### config.mk
export PLATFORM = sky130hd
export DESIGN_NAME = traffic_light_ctrl
export DESIGN_NICKNAME = d
export VERILOG_FILES = /design/src/rtl/traffic_light_ctrl.sv
export SDC_FILE = /design/constraint.sdc
export NUM_CORES = 1
export LEC_CHECK = 0
export CORE_MARGIN = 2
export CORE_UTILIZATION = 25
export CTS_CLUSTER_SIZE = 25
export DETAILED_ROUTE_END_ITERATION = 10
export GPL_TIMING_DRIVEN = 1
export MAX_ROUTING_LAYER = met4
export PLACE_DENSITY = 0.56
export SLEW_MARGIN = 5
export SYNTH_ARGS = -nofsm -noshare
export SYNTH_HDL_FRONTEND = slang
export SYNTH_SLANG_ARGS = --single-unit
### constraint.sdc
create_clock -name clk -period 2.1 [get_ports clk]
set_clock_uncertainty 0.2 [all_clocks]
set_input_delay 0.42 -clock clk [delete_from_list [all_inputs] [get_ports clk]]
set_output_delay 0.42 -clock clk [all_outputs]
set_load 0.05 [all_outputs]
### src/rtl/traffic_light_ctrl.sv
// Traffic-light phase controller driven by the divider's 1 Hz / 4 Hz references.
// Sequences vehicle and walk lamps with pedestrian green-cut and blinking night mode.
module traffic_light_ctrl #(
  parameter int GREEN_S   = 10,
  parameter int YELLOW_S  = 3,
  parameter int RED_S     = 8,
  parameter int WALK_S    = 6,
  parameter int PED_CUT_S = 4
) (
  input  logic       clk,
  input  logic       rst,
  input  logic       clk_1hz,
  input  logic       clk_4hz,
  input  logic       ped_req,
  input  logic       night_mode,
  output logic       red,
  output logic       yellow,
  output logic       green,
  output logic       walk,
  output logic [2:0] phase,
  output logic [7:0] sec_left,
  output logic       ped_pending
);

  typedef enum logic [2:0] {
    S_RED    = 3'd0,
    S_GREEN  = 3'd1,
    S_YELLOW = 3'd2,
    S_WALK   = 3'd3,
    S_NIGHT  = 3'd4
  } state_t;

  localparam logic [7:0] GREEN_L  = 8'(GREEN_S);
  localparam logic [7:0] YELLOW_L = 8'(YELLOW_S);
  localparam logic [7:0] RED_L    = 8'(RED_S);
  localparam logic [7:0] WALK_L   = 8'(WALK_S);
  localparam logic [7:0] CUT_L    = 8'(PED_CUT_S);

  // bit order: {night_mode, ped_req, clk_4hz, clk_1hz}
  logic [3:0] sync1;
  logic [3:0] sync2;
  logic [2:0] dly;
  logic       tick_1s;
  logic       tick_q;
  logic       ped_edge;
  logic       night_s;

  always_ff @(posedge clk or posedge rst) begin
    if (rst) begin
      sync1    <= '0;
      sync2    <= '0;
      dly      <= '0;
      tick_1s  <= 1'b0;
      tick_q   <= 1'b0;
      ped_edge <= 1'b0;
    end else begin
      sync1    <= {night_mode, ped_req, clk_4hz, clk_1hz};
      sync2    <= sync1;
      dly      <= sync2[2:0];
      tick_1s  <= sync2[0] & ~dly[0];
      tick_q   <= sync2[1] & ~dly[1];
      ped_edge <= sync2[2] & ~dly[2];
    end
  end

  assign night_s = sync2[3];

  state_t     state;
  state_t     state_n;
  logic [7:0] sec;
  logic [7:0] sec_n;
  logic       ped;
  logic       ped_n;
  logic       blink;
  logic       blink_n;
  logic       red_n;
  logic       yellow_n;
  logic       green_n;
  logic       walk_n;

  always_ff @(posedge clk or posedge rst) begin
    if (rst) begin
      state  <= S_RED;
      sec    <= RED_L;
      ped    <= 1'b0;
      blink  <= 1'b0;
      red    <= 1'b1;
      yellow <= 1'b0;
      green  <= 1'b0;
      walk   <= 1'b0;
    end else begin
      state  <= state_n;
      sec    <= sec_n;
      ped    <= ped_n;
      blink  <= blink_n;
      red    <= red_n;
      yellow <= yellow_n;
      green  <= green_n;
      walk   <= walk_n;
    end
  end

  always_comb begin
    state_n = state;
    sec_n   = sec;
    ped_n   = ped;
    blink_n = blink;
    if (night_s) begin
      state_n = S_NIGHT;
      sec_n   = 8'd0;
      ped_n   = 1'b0;
      blink_n = (state == S_NIGHT) ? (blink ^ tick_q) : 1'b1;
    end else if (state == S_NIGHT) begin
      blink_n = blink ^ tick_q;
      if (tick_1s) begin
        state_n = S_RED;
        sec_n   = RED_L;
      end
    end else begin
      if (ped_edge && state != S_WALK) ped_n = 1'b1;
      // a fresh request cuts green on the same edge it is latched
      if (state == S_GREEN && ped_n && sec > CUT_L) begin
        sec_n = CUT_L;
      end else if (tick_1s) begin
        if (sec > 8'd1) begin
          sec_n = sec - 8'd1;
        end else begin
          unique case (state)
            S_RED, S_WALK: begin
              state_n = S_GREEN;
              sec_n   = GREEN_L;
            end
            S_GREEN: begin
              state_n = S_YELLOW;
              sec_n   = YELLOW_L;
            end
            S_YELLOW: begin
              if (ped_n) begin
                state_n = S_WALK;
                sec_n   = WALK_L;
                ped_n   = 1'b0;
              end else begin
                state_n = S_RED;
                sec_n   = RED_L;
              end
            end
            default: begin
              state_n = S_RED;
              sec_n   = RED_L;
            end
          endcase
        end
      end
    end
  end

  always_comb begin
    red_n    = (state_n == S_RED) || (state_n == S_WALK);
    yellow_n = (state_n == S_YELLOW) || (state_n == S_NIGHT && blink_n);
    green_n  = (state_n == S_GREEN);
    walk_n   = (state_n == S_WALK);
  end

  assign phase       = state;
  assign sec_left    = sec;
  assign ped_pending = ped;

endmodule

# Yosys cells after proc, flatten, opt, wreduce, memory -nomap -nowiden
# Index checks and enable logic that the tools add are counted.
# classes
reduce_logical	11
order_cmp	2
mux	28
addsub	1
bitwise	7
eq_ne	11
# op_table
cell	n
2-to-1 mux 8 bit	6
2-to-1 mux 3 bit	6
equality test 3 x 2 -> 1 bit, second input constant	4
2-to-1 mux 1 bit	12
case mux 4 bit (3 select lines)	1
greater-than comparator 8 x 1 -> 1 bit, second input constant	1
greater-than comparator 8 x 3 -> 1 bit, second input constant	1
subtractor 8 x 1 -> 8 bit, second input constant	1
equality test 3 x 1 -> 1 bit, second input constant	2
equality test 3 bit, second input constant	2
logical NOT 3 bit	2
case mux 2 bit (3 select lines)	1
logical AND 1 bit	4
2-to-1 mux 4 bit	1
AND 1 bit	3
!= test 3 x 2 -> 1 bit, second input constant	1
!= test 3 bit, second input constant	1
NOT 1 bit	3
nonzero test 3 bit	1
logical OR 1 bit	2
2-to-1 mux 2 bit	1
!= test 2 bit, second input constant	1
AND reduction 2 bit	1
OR reduction 2 bit	1
bitwise XOR 1 bit	1
# word_totals
ff_bits	31
elab_cells	74
input_bits	6
output_inout_bits	16

# Longest topological paths before layout
# Gate-level depths: netlist of run 1.
# logic_depth
ltp_word	15
mapped_depth	8
ltp_nobuf	8

# Worst setup path after synthesis of run 1
# No wires, ideal clock.
# synth_path
path_type	register -> register
start	reg sec[0] (netlist: sec_left[0])
end	reg sec[7] (netlist: sec_left[7])
arrival_ns	2.186
synth_period_minus_slack_ns	2.454
n_path_buf	0
stages_incl_launch_ff	8
required_time_ns	1.833
setup_ns	0.067
setup_slack_ns	-0.354
cell_sequence	dfrtp_1 inv_1 ha_1 nand2b_1 a311oi_4 nor3_4 o41ai_1 a22o_1
# synth_via
elab_chain_len	6
elab_cells_between_ends	11
classes_between	add/sub: 1; order compare: 2; mux: 5; reduce/logical: 3
# synth_lines
element	line	text
start, declared	70	logic [7:0] sec;
start signal, assigned	93	sec <= sec_n;
subtractor 8 x 1 -> 8 bit or greater-than comparator 8 x 1 -> 1 bit (tied branches)	126, 125	
2-to-1 mux 8 bit	125	if (sec > 8'd1) begin
2-to-1 mux 8 bit	124	end else if (tick_1s) begin
2-to-1 mux 8 bit	122	if (state == S_GREEN && ped_n && sec > CUT_L) begin
2-to-1 mux 8 bit	113	end else if (state == S_NIGHT) begin
2-to-1 mux 8 bit	108	if (night_s) begin
# Parallel ways exist; a longest one is shown, timed or not. The select of a mux whose other input is x is not followed.
# A chain may end at the register's enable or synchronous reset.

# Final worst setup path of run 1
# layout_path
start	reg sec[5] (netlist: sec_left[5])
end	reg sec[2] (netlist: sec_left[2])
# layout_via
elab_chain_len	6
elab_cells_between_ends	10
classes_between	order compare: 2; mux: 5; reduce/logical: 3
# layout_lines
element	line
greater-than comparator 8 x 1 -> 1 bit	125
2-to-1 mux 8 bit	125
2-to-1 mux 8 bit	124
2-to-1 mux 8 bit	122
2-to-1 mux 8 bit	113
2-to-1 mux 8 bit	108
# Parallel ways exist; a longest one is shown, timed or not. The select of a mux whose other input is x is not followed.

==> flow_summary.yaml, run 1 <==
floorplan:
  io_pins: 22
  fp.dieW_um: 81.9
  die_height_um: 81.9
  rows: 28
  core-area_sq_um: 5890
  initial_core_util_pct: 25.8
  die_area_sq_um: 6710
route:
  drt_wl_total_um: 3460
  viasPerCell: 4.76
  via_count: 1247
  avgRoutedWirePerCell_um: 13.2
  firstDrtPassIters: 4
  drt_iter0_drc: 50
  route.detailed.drc: 0
  detail-route-antenna-nets: 0
flow_run:
  cap_violations: 0
final_layout:
  nNetsFinal: 195
  num_antenna_cells: 0
  drive_gt1_share_pct: 41.2
  area_delta_synth_final_pct: 40.5
  utilization_pct: 36.3
critical_path:
  r2r_setup_slack_ps: 40
  cp_max_fo: 8
  critPathCapture: "sec_left[2]"
  startpoint: "sec_left[5]"
  cp.required_ps: 2080
  worstSetupStartpointType: "flop"
  worstPathArrival_ps: 2050
  reg2reg_to: "sec_left[2]"
  crit_type: "reg2reg"
  endpoint_kind: "flop"
  ff2ff_path_depth: 5
  reg2reg_from: "sec_left[5]"
timing:
  rsz0062_at_grt: "yes"
  relSlewSlack_pct: 70.9
  fmax_mhz: 484
  setup_viol_count_final: 0
  tightest_slew_ps: 436
  slew_violations: 0
  setup_tns_ps: 0
  finalHoldViolCount: 0
  finalCritPeriodShare_pct: 98.3
  fin_crit_ps: 2060
placed_design:
  place_congestion: 0.804
  portBuffers: 21
  dp_hpwl_um: 2490
synth:
  synth.most_common_cell: "dfrtp_1"
  synth_top_area_cell: "dfrtp_1"
  syn-mean-instance-area_sq_um: 10.8
  yosys_register_bits: 31
  yosys_warnings: 0
  netlist.area_leader.share_pct: 47.8
  yosys-top-cells-count: "29 x dfrtp_1, 10 x inv_1, 10 x nor2_1"
  synth_nets: 150
  synth.area.top_cells: "dfrtp_1 48%, dfstp_2 3.5%, nor3_1 3.0%"
  synth-async-reset-ratio_pct: 100
  synthCells: 141
  syn_area_sq_um: 1520
  synth-edff-count: 0
  yosys_most_used_dff: "dfrtp_1"
  ys_seq_area_share_pct: 51.2
  synth_cell_type_count: 49
power_and_ir_drop:
  p_leak_uw: 0.000925
  ir_drop_uv: 376
  total_power_uw: 1640
  powerDensity_nw_per_um2: 766
status:
  run_status: "finished clean"
clock_network:
  cts-root-buf: "clkbuf_8"
  clkTransAtPathRegs_ps: 70
  cts_max_path_buffers: 2
  clock_sinks: 31
  clk_latency_ps: 280
  cts_made_buffers: 5
  cts_hold_buf: 0
  htreeDepth: 2
  cts_tree: "done"
grt:
  grt_usage_pct: 11.7
  grt_pass1_vias: 1223
  grt_pass1_wl_um: 5840
  antenna_found_initial: 0
  gr-total-overflow: 0
  grt_max_degree: 32
worst_hold_path:
  hold_class: "reg2reg"
## placed cells by master, fill, tap and decap left out, types with 2 or more instances in the layout
cell type and n:
clkinvlp_4 2, a21oi_1 8, clkdlybuf4s50_1 5, or2_2 2, buf_6 2, or3_1 3
clkbuf_8 5, nand2_1 3, ha_1 3, dfrtp_2 8, a211oi_1 2, nor4_4 2
nor3_1 6, nand2b_1 3, inv_1 9, xnor2_1 2, o211ai_1 2, nor3_2 3
dfrtp_1 21, buf_4 34, dfstp_2 2, nor2_1 9, o22ai_1 2, nor4_1 3
nand3_1 2, nor2b_1 4, a22o_1 2, o21ai_0 3
## registers in the layout, indices dropped and copies added (netlist names)
signal and flops:
dly 3, phase 3, walk 1, sec_left 8, green 1, sync1 4, ped_pending 1, tick_q 1
red 1, tick_1s 1, ped_edge 1, blink 1, yellow 1, sync2 4
## what timing repair did
item | 4_1_cts | 5_1_grt
setup endpoints to repair | 0 | 12
buffers inserted | 0 | 4
resized for setup | 0 | 17
## critical path, cell delays in order (launching register included)
cell,delay (ps)
dfrtp_2,440
or4_4,540
nor4_4,210
buf_6,180
a41oi_2,130
o31ai_1,260
## cell families after synthesis
group,share of synthesized area (%)
mux,1.32
flops,51.2
xor+xnor,1.15
compound gates,17.5
fa+ha+maj,2.47
simple gates,22.8
buf+inv,3.46
## layout make-up
class	count	area [sq um]
Clock buffer	5	68.8
Inverter	10	40.0
Multi-Input combinational cell	96	776
Fill cell	634	3750
Sequential cell	31	788
Tap cell	75	93.8
Clock inverter	3	20.0
Timing Repair Buffer	42	348
## layer usage
layer	GRT usage (%)	up-vias	routed length (um)
met5	-	-	0
met4	4.17	0	26
met3	3.08	4	188
met2	17.3	35	1630
met1	15.4	600	1620
li1	-	608	-
## stage by stage
stage	hold slack, ps	std cells	setup slack (ps)	area, sq um
global placement	133	250	-17.8	1930
CTS	153	258	0.180	2020
finish	148	262	35.3	2130
detailed placement	136	250	16.0	1930
global route	158	262	-71.4	2130
floorplan	131	141	-82.8	1540
## how the worst min path moves through the flow
stage | from | endpoint | slack (ps) | cells after the start
final | sync1[0] | sync2[0] | 150 | 0
after global routing | sync1[0] | sync2[0] | 160 | 0
after CTS | sync1[3] | sync2[3] | 150 | 0
after detailed placement | sync1[0] | sync2[0] | 140 | 0
after global placement | sync1[2] | sync2[2] | 130 | 0
after floorplan | sync1[0] | sync2[0] | 130 | 0
## power breakdown
group          internal (uW)  switching (uW)  leakage, uW  total, uW
Clock                    230             240    0.0000402        470
Combinational            203             282     0.000510        485
Sequential               647            33.6     0.000375        680
Total                   1080             555     0.000925       1640
Note: power is estimated with default switching activity, not from simulation.
==> inputs of run 2 (changes only) <==
--- a/config.mk
+++ b/config.mk
@@ -6,12 +6,12 @@
 export NUM_CORES = 1
 export LEC_CHECK = 0
 export CORE_MARGIN = 2
-export CORE_UTILIZATION = 25
+export CORE_UTILIZATION = 48
 export CTS_CLUSTER_SIZE = 25
 export DETAILED_ROUTE_END_ITERATION = 10
 export GPL_TIMING_DRIVEN = 1
 export MAX_ROUTING_LAYER = met4
-export PLACE_DENSITY = 0.56
+export PLACE_DENSITY = 0.87
 export SLEW_MARGIN = 5
 export SYNTH_ARGS = -nofsm -noshare
 export SYNTH_HDL_FRONTEND = slang
==> run 2 against run 1 <==
Effect of this change:
- the run now ends with negative setup slack left
- final cell count is 8.0% lower
- global-route usage is 12 points higher
- hold slack better by 12 ps
- critical path depth is 4 higher
- sequential power hardly changed
- maximum frequency is 4.7% lower
- worst setup slack worse by 100 ps
- register-to-register slack worse by 100 ps
- clock power is 24% lower
- wire length is 8.8% higher
- via count is 11% higher
- combinational power is 12% higher
- critical endpoint is now sec_left[6]
- largest power group unchanged
- highest routed layer unchanged
==> flow_summary.yaml, run 2 (synthesis gave the netlist of run 1 again) <==
floorplan:
  io_pins: 22
  die_area_sq_um: 3630
  core-area_sq_um: 3030
  fp.dieW_um: 60.3
  initial_core_util_pct: 50.2
  rows: 20
  die_height_um: 60.3
critical_path:
  critPathMostFrequentCell: "buf_4"
  worstSetupStartpointType: "flop"
  reg2reg_to: "sec_left[6]"
  cp_num_buf_inv: 4
  cpPeakStageDelay_ps: 420
  endpoint_kind: "flop"
  cp.required_ps: 2160
  ff2ff_path_depth: 9
  cpMaxStageDelayCell: "dfrtp_2"
  worstPathArrival_ps: 2220
  crit_type: "reg2reg"
  r2r_setup_slack_ps: -70
  cp_max_fo: 5
  worstPathCellList: "buf_6 > nor4_4 > buf_4 > a311oi_4 > buf_4 > nor3_4 > buf_4 > a21oi_1 > o22ai_1"
  reg2reg_from: "sec_left[6]"
  cp_top_family: "buffers and inverters"
grt:
  grt_pass1_vias: 1346
  gr-total-overflow: 0
  antenna_found_initial: 0
  grt_pass1_wl_um: 6090
  grt_max_degree: 20
  grt_usage_pct: 23.8
timing:
  slew_violations: 0
  tightest_slew_ps: 499
  relSlewSlack_pct: 66.9
  fmax_mhz: 462
  setup_viol_count_final: 4
  finalCritPeriodShare_pct: 103
  fin_crit_ps: 2170
  layout_setup_ws_ps: -66.3
  finalHoldViolCount: 0
  rsz0062_at_grt: "yes"
worst_hold_path:
  min_path_cells: 0
  min_to: "sync2[1]"
  holdCritStartpoint: "sync1[1]"
  hold_class: "reg2reg"
power_and_ir_drop:
  powerDensity_nw_per_um2: 723
  p_leak_uw: 0.000972
  total_power_uw: 1580
  ir_drop_uv: 554
final_layout:
  largest_register_ffs: 8
  most-common-layout-cells: "41 x buf_4, 21 x dfrtp_1, 9 x inv_1"
  nFillCells: 217
  area_delta_synth_final_pct: 43.7
  num_antenna_cells: 0
  final_cells: 241
  layout_commonest_cell: "buf_4"
  drive_gt1_share_pct: 47.2
  nNetsFinal: 205
  fin_area_sq_um: 2180
clock_network:
  cts-root-buf: "clkbuf_4"
  cts_hold_buf: 0
  clkTransAtPathRegs_ps: 100
  htreeDepth: 2
  cts_made_buffers: 5
  cts_tree: "done"
  clock_sinks: 31
  clk_latency_ps: 330
  cts_max_path_buffers: 2
placed_design:
  placed_cells: 221
  dpl-instance-area_sq_um: 1910
  place_congestion: 0.943
  dp_hpwl_um: 2660
  portBuffers: 21
status:
  run_status: "finished with violations"
  violations: "negative setup slack"
route:
  route.detailed.drc: 0
  via_count: 1384
  drt_iter0_drc: 93
  drt_wl_total_um: 3760
  detail-route-antenna-nets: 0
  firstDrtPassIters: 4
  viasPerCell: 5.74
  avgRoutedWirePerCell_um: 15.6
flow_run:
  cap_violations: 0
## run 2: cell count changes in the layout (fill, tap and decap cells not counted), sizes merged
cell / before / now
dlygate4sd2: 0 / 2
clkinv: 1 / 0
inv: 10 / 11
buf: 37 / 45
## run 2: where the power goes
part | internal, uW | switching (uW) | total (uW)
Sequential | 646 | 35.4 | 682
Combinational | 235 | 306 | 541
Clock | 134 | 223 | 357
## run 2: worst reg2reg max path: stages (launching register included)
cell and delay, ps:
dfrtp_2 420, buf_6 120, nor4_4 240, buf_4 170, a311oi_4 90, buf_4 160, nor3_4 290, buf_4 190
a21oi_1 60, o22ai_1 150
## run 2: routing by layer
layer	vias up	global-route usage, %	part of all wire (%)	wire length, um
li1	626	-	-	-
met4	0	9.21	1.8	67
met3	10	7.36	7.5	284
met2	70	37.6	52	1950
met5	-	-	0	0
met1	678	28.6	39	1470
## run 2: worst max-delay path by stage
stage,depth (start not counted),slack [ps],startpoint,endpoint
3_3_place_gp,6,50,sec_left[5],sec_left[3]
5_1_grt,9,-120,sec_left[1],sec_left[6]
4_1_cts,8,2,sec_left[1],sec_left[5]
3_5_place_dp,8,10,sec_left[0],sec_left[6]
2_1_floorplan,5,-80,phase[0],sec_left[5]
6_report,9,-70,sec_left[6],sec_left[6]
## run 2: through the flow
step,hold slack [ps],util [%],setup TNS [ps],worst slack [ps]
finish,161,72.1,-105,-66.3
global route,181,72.1,-686,-121
CTS,165,66.9,0,2.40
detailed placement,140,63.2,0,10.5
global placement,133,63.2,0,51.5
floorplan,131,-,-293,-82.8
## run 2: cell type report
cell class                 count  area [sq um]  share of cell area [%]
timing repair buffer          52           429                    19.7
multi-input combinational     96           812                    37.2
tap                           44          55.1                    2.52
inverter                      10          37.5                    1.72
sequential                    31           788                    36.1
clock buffer                   5          37.5                    1.72
clock inverter                 3          23.8                    1.09
## run 2: timing repair
| action | 4_1_cts | 5_1_grt |
|---|---|---|
| endpoints found under the setup margin | 7 | 10 |
| setup buffers | 5 | 7 |
| gates resized for setup | 5 | 23 |
| pin swaps | 4 | 7 |
| gates cloned | 0 | 0 |
==> inputs of run 3 (changes only) <==
--- a/config.mk
+++ b/config.mk
@@ -5,13 +5,14 @@
 export SDC_FILE = /design/constraint.sdc
 export NUM_CORES = 1
 export LEC_CHECK = 0
+export ABC_AREA = 1
 export CORE_MARGIN = 2
 export CORE_UTILIZATION = 48
 export CTS_CLUSTER_SIZE = 25
 export DETAILED_ROUTE_END_ITERATION = 10
 export GPL_TIMING_DRIVEN = 1
 export MAX_ROUTING_LAYER = met4
-export PLACE_DENSITY = 0.87
+export PLACE_DENSITY = 0.86
 export SLEW_MARGIN = 5
 export SYNTH_ARGS = -nofsm -noshare
 export SYNTH_HDL_FRONTEND = slang
==> run 3 against run 2 <==
Effect of this change:
- the run now ends clean
- die area up 4.4%
- total power up 7.0%
- non-clock buffer count down 30
- sequential share of layout area up 4.4 points
- critical path depth unchanged
- combinational power up 6.3%
- largest power group unchanged
==> flow_summary.yaml, run 3 <==
critical_path:
  cp_num_buf_inv: 1
  critPathMostFrequentCell: "nand2_1"
  worstPathArrival_ps: 1980
  cp.required_ps: 2140
  crit_type: "reg2reg"
  cp_top_family: "simple AND/OR/NAND/NOR gates"
  startpoint: "sec_left[0]"
  endpoint_kind: "flop"
  worstPathCellList: "inv_1 > ha_2 > nor2_1 > nor2_2 > nand2_1 > o21ai_0 > o211ai_1 > nand3_1 > nand2_1"
  reg2reg_to: "sec_left[2]"
  worstSetupStartpointType: "flop"
  reg2reg_from: "sec_left[0]"
  cp_max_fo: 8
  r2r_setup_slack_ps: 160
  ff2ff_path_depth: 9
  cpPeakStageDelay_ps: 430
  cpMaxStageDelayCell: "dfrtp_1"
clock_network:
  clk_latency_ps: 340
  htreeDepth: 2
  clkTransAtPathRegs_ps: 90
  cts_made_buffers: 5
  cts_hold_buf: 0
  cts-root-buf: "clkbuf_4"
  post_cts_buffers: 0
  post_cts_resized: 0
  clock_sinks: 31
  cts_max_path_buffers: 2
  cts_tree: "done"
final_layout:
  nNetsFinal: 231
  num_antenna_cells: 0
  nFillCells: 297
  most-common-layout-cells: "47 x nand2_1, 29 x dfrtp_1, 27 x inv_1"
  drive_gt1_share_pct: 20.6
  layout_commonest_cell: "nand2_1"
  final_cells: 267
  largest_register_ffs: 8
  area_delta_synth_final_pct: 20.8
route:
  avgRoutedWirePerCell_um: 11.3
  drt_iter0_drc: 36
  via_count: 1336
  firstDrtPassIters: 4
  detail-route-antenna-nets: 0
  drt_wl_total_um: 3010
  viasPerCell: 5.00
  route.detailed.drc: 0
synth:
  netlist.area_leader.share_pct: 45.6
  yosys-top-cells-count: "47 x nand2_1, 29 x dfrtp_1, 27 x inv_1"
  synth_top_family_by_area: "simple AND/OR/NAND/NOR gates"
  yosys_most_used_dff: "dfrtp_1"
  yosys_warnings: 0
  synthAdderAreaFrac_pct: 2.36
  synth_cell_type_count: 25
  synth_top_area_cell: "dfrtp_1"
  synthCells: 193
  yosys_register_bits: 31
  syn-mean-instance-area_sq_um: 8.24
  ys_seq_area_share_pct: 48.9
  syn_area_sq_um: 1590
  synth_compound_area_share_pct: 6.61
  synth_nets: 202
  synth-edff-count: 0
  synth-async-reset-ratio_pct: 100
  yosys.area_share.simple_pct: 34.1
  synth.area.top_cells: "dfrtp_1 46%, nand2_1 11%, inv_1 6.4%"
  synth.most_common_cell: "nand2_1"
  synth.mux.area_fraction_pct: 0
  synthXorXnorAreaFrac_pct: 0.551
timing:
  setup_tns_ps: 0
  fin_crit_ps: 1940
  rsz0062_at_grt: "yes"
  tightest_slew_ps: 500
  finalHoldViolCount: 0
  relSlewSlack_pct: 66.6
  slew_violations: 0
  setup_viol_count_final: 0
  finalCritPeriodShare_pct: 92.6
  fmax_mhz: 514
power_and_ir_drop:
  ir_drop_uv: 472
  p_leak_uw: 0.00101
  powerDensity_nw_per_um2: 880
grt:
  grt_pass1_wl_um: 5080
  antenna_found_initial: 0
  grt_max_degree: 32
  grt_usage_pct: 19.2
  gr-total-overflow: 0
  grt_pass1_vias: 1208
flow_run:
  cap_violations: 0
placed_design:
  portBuffers: 21
  place_congestion: 0.895
  dp_hpwl_um: 2260
  placed_cells: 259
floorplan:
  io_pins: 22
  initial_core_util_pct: 51.2
  die_height_um: 61.6
  fp.dieW_um: 61.6
  core-area_sq_um: 3100
  die_area_sq_um: 3790
  rows: 20
worst_hold_path:
  min_to: "sync2[3]"
  hold_class: "reg2reg"
  min_path_cells: 0
  holdCritStartpoint: "sync1[3]"
status:
  run_status: "finished clean"
[run 3: changes by cell type after synthesis, moves of 3 or more]
cell      before  now
nand2_1        3   47
inv_1         10   27
nor2_1        10   25
nand3_1        2   15
nor3_1         9    1
nand4_1        1    7
nor2_4         0    5
clkbuf_1       4    0
nand2_2        0    4
nand2b_1       4    0
nor2b_1        4    0
inv_2          0    3
nor4_1         3    0
or3_1          3    0
[run 3: layout make-up]
class / count / area, sq um / share of cell area (%)
inverter: 31 / 119 / 6.19
multi-input combinational: 131 / 696 / 36.2
timing repair buffer: 22 / 200 / 10.4
sequential: 31 / 778 / 40.5
tap: 44 / 55.1 / 2.87
clock inverter: 1 / 7.51 / 0.391
clock buffer: 7 / 65.1 / 3.39
[run 3: how the worst max path moves through the flow]
stage	endpoint	slack (ps)	depth (start not counted)
after floorplan	sec_left[2]	10	9
after global placement	yellow	200	9
after detailed placement	sec_left[2]	130	9
after CTS	walk	1	1
after global routing	sec_left[2]	-10	9
final	sec_left[2]	160	9
[run 3: routing by layer]
metal	global-route usage (%)	wire [um]	vias up
li1	-	-	673
met1	24.3	1440	623
met5	-	0	-
met3	5.67	163	8
met2	29.3	1360	32
met4	6.38	55	0
[run 3: metrics by stage]
step	worst slack, ps	hold slack (ps)	power, uW	instance area (sq um)	util, %
global route	-11.2	166	1800	1920	61.9
detailed placement	129	139	1300	1840	59.3
CTS	1.29	161	1710	1910	61.7
floorplan	14.8	131	1150	1590	-
finish	156	157	1690	1920	61.9
global placement	204	132	1290	1840	59.3
[run 3: kinds of logic (layout without fill, tap and decap cells)]
kind of cell    after synthesis  count (layout)
buf+inv                      31              61
xor+xnor                      1               1
flops                        31              31
compound gates               17              17
fa+ha+maj                     3               3
simple gates                110             110
[run 3: where the power goes]
group          internal [uW]  switching (uW)
Combinational            188             387
Clock                    195             209
Sequential               656            54.4
